[src/rtl/pipe_stall_ctrl_pkg.sv]
// rtl/pipe_stall_ctrl_pkg.sv - shared stall bus type, masks and control state encodings
package pipe_stall_ctrl_pkg;

    typedef logic [5:0] stall_bus_t;

    localparam logic STOP    = 1'b1;
    localparam logic NO_STOP = 1'b0;

    // Bit order: 0 PC, 1 IF, 2 ID, 3 EX, 4 MEM, 5 WB. Each mask freezes its stage and all upstream.
    localparam stall_bus_t STALL_NONE = {6{NO_STOP}};
    localparam stall_bus_t STALL_ID   = {{3{NO_STOP}}, {3{STOP}}};
    localparam stall_bus_t STALL_MDU  = {{2{NO_STOP}}, {4{STOP}}};
    localparam stall_bus_t STALL_MEM  = {NO_STOP, {5{STOP}}};

    typedef enum logic [1:0] {
        ST_RUN        = 2'd0,
        ST_MDU_WAIT   = 2'd1,
        ST_MDU_HOLD   = 2'd2,
        ST_FLUSH_PEND = 2'd3
    } ctrl_state_t;

    function automatic stall_bus_t merge_stall(input logic id_req, input logic mdu_req, input logic mem_req);
        return ({6{id_req}} & STALL_ID) | ({6{mdu_req}} & STALL_MDU) | ({6{mem_req}} & STALL_MEM);
    endfunction

endpackage

[src/rtl/pipe_stall_ctrl_counter.sv]
// rtl/pipe_stall_ctrl_counter.sv - MDU cycle counter with load, decrement, clear and zero flag
module mdu_cycle_counter #(
    parameter int WIDTH    = 5,
    parameter int LOAD_VAL = 31
) (
    input  logic             clk,
    input  logic             rst_n,
    input  logic             load,
    input  logic             dec,
    input  logic             clr,
    output logic [WIDTH-1:0] cnt,
    output logic             zero
);

    assign zero = (cnt == '0);

    always_ff @(posedge clk or negedge rst_n) begin
        if (!rst_n) begin
            cnt <= '0;
        end else if (clr) begin
            cnt <= '0;
        end else if (load) begin
            cnt <= WIDTH'(LOAD_VAL);
        end else if (dec && !zero) begin
            cnt <= cnt - 1'b1;
        end
    end

endmodule

[src/rtl/pipe_stall_ctrl.sv]
// rtl/pipe_stall_ctrl.sv - merges stage stall requests, sequences MDU ops and issues redirect flushes
module pipe_stall_ctrl
    import pipe_stall_ctrl_pkg::*;
#(
    parameter int MDU_CYCLES = 32
) (
    input  logic        clk,
    input  logic        rst_n,
    input  logic        stallreq_id,
    input  logic        mdu_start,
    input  logic        stallreq_mem,
    input  logic        flush_req,
    input  logic [31:0] flush_pc,
    output logic [5:0]  stall,
    output logic        flush,
    output logic [31:0] new_pc,
    output logic        mdu_busy,
    output logic        mdu_done,
    output logic        mdu_abort
);

    localparam int CNT_W = $clog2(MDU_CYCLES);

    ctrl_state_t      state;
    logic [31:0]      pc_latched;
    logic [CNT_W-1:0] cnt;
    logic             cnt_zero;
    logic             cnt_load;
    logic             in_mdu;
    logic             pend;
    logic             mdu_active;
    logic             mdu_release;
    logic             flush_go;

    assign in_mdu      = (state == ST_MDU_WAIT) || (state == ST_MDU_HOLD);
    assign pend        = (state == ST_FLUSH_PEND);
    assign mdu_release = (((state == ST_MDU_WAIT) && cnt_zero) || (state == ST_MDU_HOLD)) && !stallreq_mem;
    assign flush_go    = (flush_req || pend) && !stallreq_mem;
    assign cnt_load    = (state == ST_RUN) && mdu_start && !stallreq_mem && !flush_req;

    mdu_cycle_counter #(
        .WIDTH    (CNT_W),
        .LOAD_VAL (MDU_CYCLES - 1)
    ) u_cnt (
        .clk   (clk),
        .rst_n (rst_n),
        .load  (cnt_load),
        .dec   (state == ST_MDU_WAIT),
        .clr   (flush_req),
        .cnt   (cnt),
        .zero  (cnt_zero)
    );

    always_comb begin
        mdu_active = 1'b0;
        case (state)
            ST_RUN:      mdu_active = mdu_start && !stallreq_mem;
            ST_MDU_WAIT: mdu_active = !(cnt_zero && !stallreq_mem);
            ST_MDU_HOLD: mdu_active = stallreq_mem;
            default:     mdu_active = 1'b0;
        endcase
    end

    // A pending or held-off flush owns the bus: only the MEM mask survives until the redirect fires.
    always_comb begin
        if (!rst_n || flush_go) begin
            stall = STALL_NONE;
        end else if (flush_req || pend) begin
            stall = STALL_MEM;
        end else begin
            stall = merge_stall(stallreq_id, mdu_active, stallreq_mem);
        end
    end

    assign flush     = rst_n && flush_go;
    assign new_pc    = flush ? (flush_req ? flush_pc : pc_latched) : 32'h0;
    assign mdu_busy  = rst_n && in_mdu;
    assign mdu_done  = rst_n && mdu_release && !flush_req;
    assign mdu_abort = rst_n && flush_req && in_mdu;

    always_ff @(posedge clk or negedge rst_n) begin
        if (!rst_n) begin
            state      <= ST_RUN;
            pc_latched <= 32'h0;
        end else if (flush_req) begin
            if (stallreq_mem) begin
                state      <= ST_FLUSH_PEND;
                pc_latched <= flush_pc;
            end else begin
                state <= ST_RUN;
            end
        end else begin
            case (state)
                ST_RUN: begin
                    if (mdu_start && !stallreq_mem) begin
                        state <= ST_MDU_WAIT;
                    end
                end
                ST_MDU_WAIT: begin
                    if (cnt_zero) begin
                        state <= stallreq_mem ? ST_MDU_HOLD : ST_RUN;
                    end
                end
                ST_MDU_HOLD: begin
                    if (!stallreq_mem) begin
                        state <= ST_RUN;
                    end
                end
                ST_FLUSH_PEND: begin
                    if (!stallreq_mem) begin
                        state <= ST_RUN;
                    end
                end
                default: state <= ST_RUN;
            endcase
        end
    end

endmodule

[config.mk]
export PLATFORM = sky130hd
export DESIGN_NAME = pipe_stall_ctrl
export DESIGN_NICKNAME = d
export VERILOG_FILES = /design/src/rtl/pipe_stall_ctrl_pkg.sv /design/src/rtl/pipe_stall_ctrl_counter.sv /design/src/rtl/pipe_stall_ctrl.sv
export SDC_FILE = /design/constraint.sdc
export NUM_CORES = 1
export LEC_CHECK = 0
export BUFFER_PORTS_ARGS = -buffer_cell sky130_fd_sc_hd__clkbuf_2
export CAP_MARGIN = 10
export CORE_ASPECT_RATIO = 0.9
export CORE_MARGIN = 1.5
export CORE_UTILIZATION = 45
export CTS_CLUSTER_SIZE = 25
export DETAILED_ROUTE_END_ITERATION = 8
export GPL_TIMING_DRIVEN = 0
export PLACE_DENSITY = 0.76
export SLEW_MARGIN = 10
export SYNTH_ARGS = -nofsm -noshare
export SYNTH_HDL_FRONTEND = slang
export SYNTH_SLANG_ARGS = --single-unit
export TNS_END_PERCENT = 1
[constraint.sdc]
create_clock -name clk -period 3.85 [get_ports clk]
set_input_delay 0.385 -clock clk [delete_from_list [all_inputs] [get_ports clk]]
set_output_delay 0.385 -clock clk [all_outputs]
set_load 0.01 [all_outputs]
==> flow_summary.yaml <==
outcome:
  outcome: "complete, no violations"
drt:
  antenna_left: 0
  drtPass1Iterations: 4
  vias_per_cell: 4.96
  drt-initial-drc-count: 54
  routed_wl_microns: 4500
  wl_per_cell_microns: 12.6
  vias: 1764
  drc: 0
setup_path:
  cp_slowest_stage_delay_ns: 0.45
  r2r_end: "state[0]"
  cp_max_fo: 29
  r2r_slack_ns: 1.83
  r2r_cells: 7
  worst_setup_path_start_kind: "input pin"
  crit_arrival_ns: 2.28
  end_kind: "primary output"
  crit_chain: "clkbuf_2, buf_12, or3b_2, clkbuf_1, clkbuf_1, nor2_1, clkbuf_2"
  crit_slowest_cell: "or3b_2"
  critPathKind: "in2out"
  required_ns: 3.46
  r2r-start: "u_cnt.cnt[0]"
floorplanning:
  die_h_microns: 69.7
  ios: 80
  die_area_sq_um: 5380
  die_width_microns: 77.1
  rows: 24
  core_sq_um: 4800
  initial_core_util_pct: 46.3
finish:
  layout.nets: 334
  multi_input_area_sq_um: 1150
  area_growth_pct: 26.1
  seq_area_sq_um: 976
  final_layout_size_suffix_gt1_share_pct: 43.0
  n_fill_cell: 444
  finish.instance_area_sq_um: 2810
  layoutNonFillerInstCount: 356
  diodes: 0
sta:
  fmax_mhz: 375
  worst_pin_slew_ns: 0.723
  finalCritPeriodShare_pct: 69.2
  hold_violations: 0
  rsz0062_at_grt: "false"
  fin_skew_ns: 0.00297
  timing.setup.tns_ns: 0
  drv_slew: 0
  fin_crit_ns: 2.66
  slew_headroom_pct: 51.8
  finalSetupViolCount: 0
yosys:
  synthCells: 205
  syn_area_sq_um: 2230
  yosysSeqAreaShare_pct: 43.8
  syn-num-nets: 249
  yosysTopAreaCell: "dfrtp_1"
  async_flop_share_pct: 100
  avgSynthCellArea_sq_um: 10.9
  yosysWarnings: 0
  yosysTopAreaCellShare_pct: 43.8
  synth_area_leaders: "dfrtp_1, mux2_2, mux2i_1, nor2_1, ha_1"
  ys.flop_type: "dfrtp_1"
  synth-seq-cells: 39
  synth_edf_count: 0
  synth_cell_types: 33
global_route:
  grt_pass1_wl_microns: 7410
  grt_max_degree: 47
  antenna_found_initial: 0
  globalRouteOverflowTotal: 0
  grt_pass1_vias: 1668
  track_usage_pct: 17.1
placed_design:
  port-buffer-count: 77
  place_area_sq_um: 2690
  dp_cells: 347
  dp_hpwl_microns: 3260
  gp_congestion: 0.798
power_and_ir_drop:
  power.density_nw_per_um2: 438
  p_switching_uw: 398
  seqPwrFrac_pct: 43.2
  power_frac_clock_pct: 23.7
  p_leak_uw: 0.00143
  switching_share_pct: 32.4
  power_frac_comb_pct: 33.2
  p_int_uw: 831
  ir_drop_uv: 273
clock_network:
  clockRootBuffer: "clkbuf_8"
  path_clk_slew_ns: 0.07
  hold_buffers: 0
  clock_latency_ns: 0.29
  cts.htree.levels: 2
  cts_buffer_depth: 2
  cts_setup_buffers: 0
  cts_tree: "yes"
  cts_sinks: 39
  ctsResizeCount: 0
  numCtsBuffers: 5
hold_path:
  hold_path.class: "in2async"
job:
  maxCapViolCount: 0
==> per-layer routing <==
layer	share of wire [%]	track usage [%]	up-vias
li1	-	-	870
met1	45	21.7	843
met2	48	28.8	44
met3	5.8	4.34	7
met4	1.0	4.85	0
met5	0	0	-
==> logic make-up after synthesis <==
group	synth area share [%]
AO/OA/AOI/OAI	4.72
other	0.168
XOR/XNOR	1.57
AND/OR/NAND/NOR	10.8
adder cells (fa/ha/maj)	3.37
multiplexers	31.0
buffers and inverters	4.44
flip-flops	43.8
==> worst max-delay path: cells and delay by family <==
family | cells | cell delay (ns)
buffers and inverters | 5 | 1.25
AND/OR/NAND/NOR | 2 | 0.63
==> synthesized netlist by cell type (2+ instances only) <==
master    instances
a21oi_1           5
a31oi_1           2
and2_1            2
buf_4             3
clkbuf_1         12
dfrtp_1          39
ha_1              6
inv_1             6
mux2_2           32
mux2i_1          33
nand2_1           4
nand3_1           2
nor2_1           35
o21a_1            2
or2_2             2
xor2_1            3
==> area by class of cell <==
class | instances | area share (%)
tap | 65 | 2.90
sequential | 39 | 34.8
clock inverter | 1 | 0.312
inverter | 6 | 0.802
clock buffer | 7 | 3.07
timing repair buffer | 78 | 14.4
buffer | 17 | 2.72
multi-input combinational | 143 | 41.0
==> stage by stage <==
step                      setup slack [ns]  hold slack [ns]  utilization (%)  power (uW)
after global placement               0.914            0.485             56.0         927
final                                 1.19           0.0397             58.4        1230
after detailed placement             0.904            0.492             56.0         946
after CTS                            0.902            0.314             58.0        1240
after global routing                 0.954           0.0647             58.4        1310
after floorplan                       1.75           0.0894                -         827
==> worst max-delay path by stage <==
stage / from / endpoint / slack [ns]
after global placement: rst_n / new_pc[27] / 0.91
after floorplan: u_cnt.cnt[0] / mdu_done / 1.75
final: rst_n / new_pc[18] / 1.19
after detailed placement: rst_n / new_pc[27] / 0.90
after CTS: rst_n / new_pc[27] / 0.90
after global routing: rst_n / new_pc[27] / 0.95
==> flip-flops by register name, summed over array words and instances, names as in the netlist <==
| register | flops |
|---|---|
| pc_latched | 32 |
| u_cnt.cnt | 5 |
| state | 2 |
==> layout by cell type (no fill, tap or decap), types with 2 or more instances in the layout <==
cell type	instances
ha_1	6
mux2_2	32
nor2_1	35
buf_4	3
inv_1	6
clkbuf_8	6
dfrtp_1	39
o21a_1	2
a31oi_1	2
a21oi_1	5
clkbuf_2	77
clkbuf_1	13
mux2i_1	33
or2_2	2
xor2_1	3
and2_1	2
nand3_1	2
nand2_1	4
==> power by group through the flow <==
stage / registers (uW) / logic (uW) / clock network, uW
2_1_floorplan: 526 / 302 / 0
3_3_place_gp: 534 / 393 / 0
3_5_place_dp: 538 / 408 / 0
4_1_cts: 529 / 409 / 300
5_1_grt: 540 / 457 / 317
6_report: 530 / 408 / 291
Note: power is estimated with default switching activity, not from simulation.
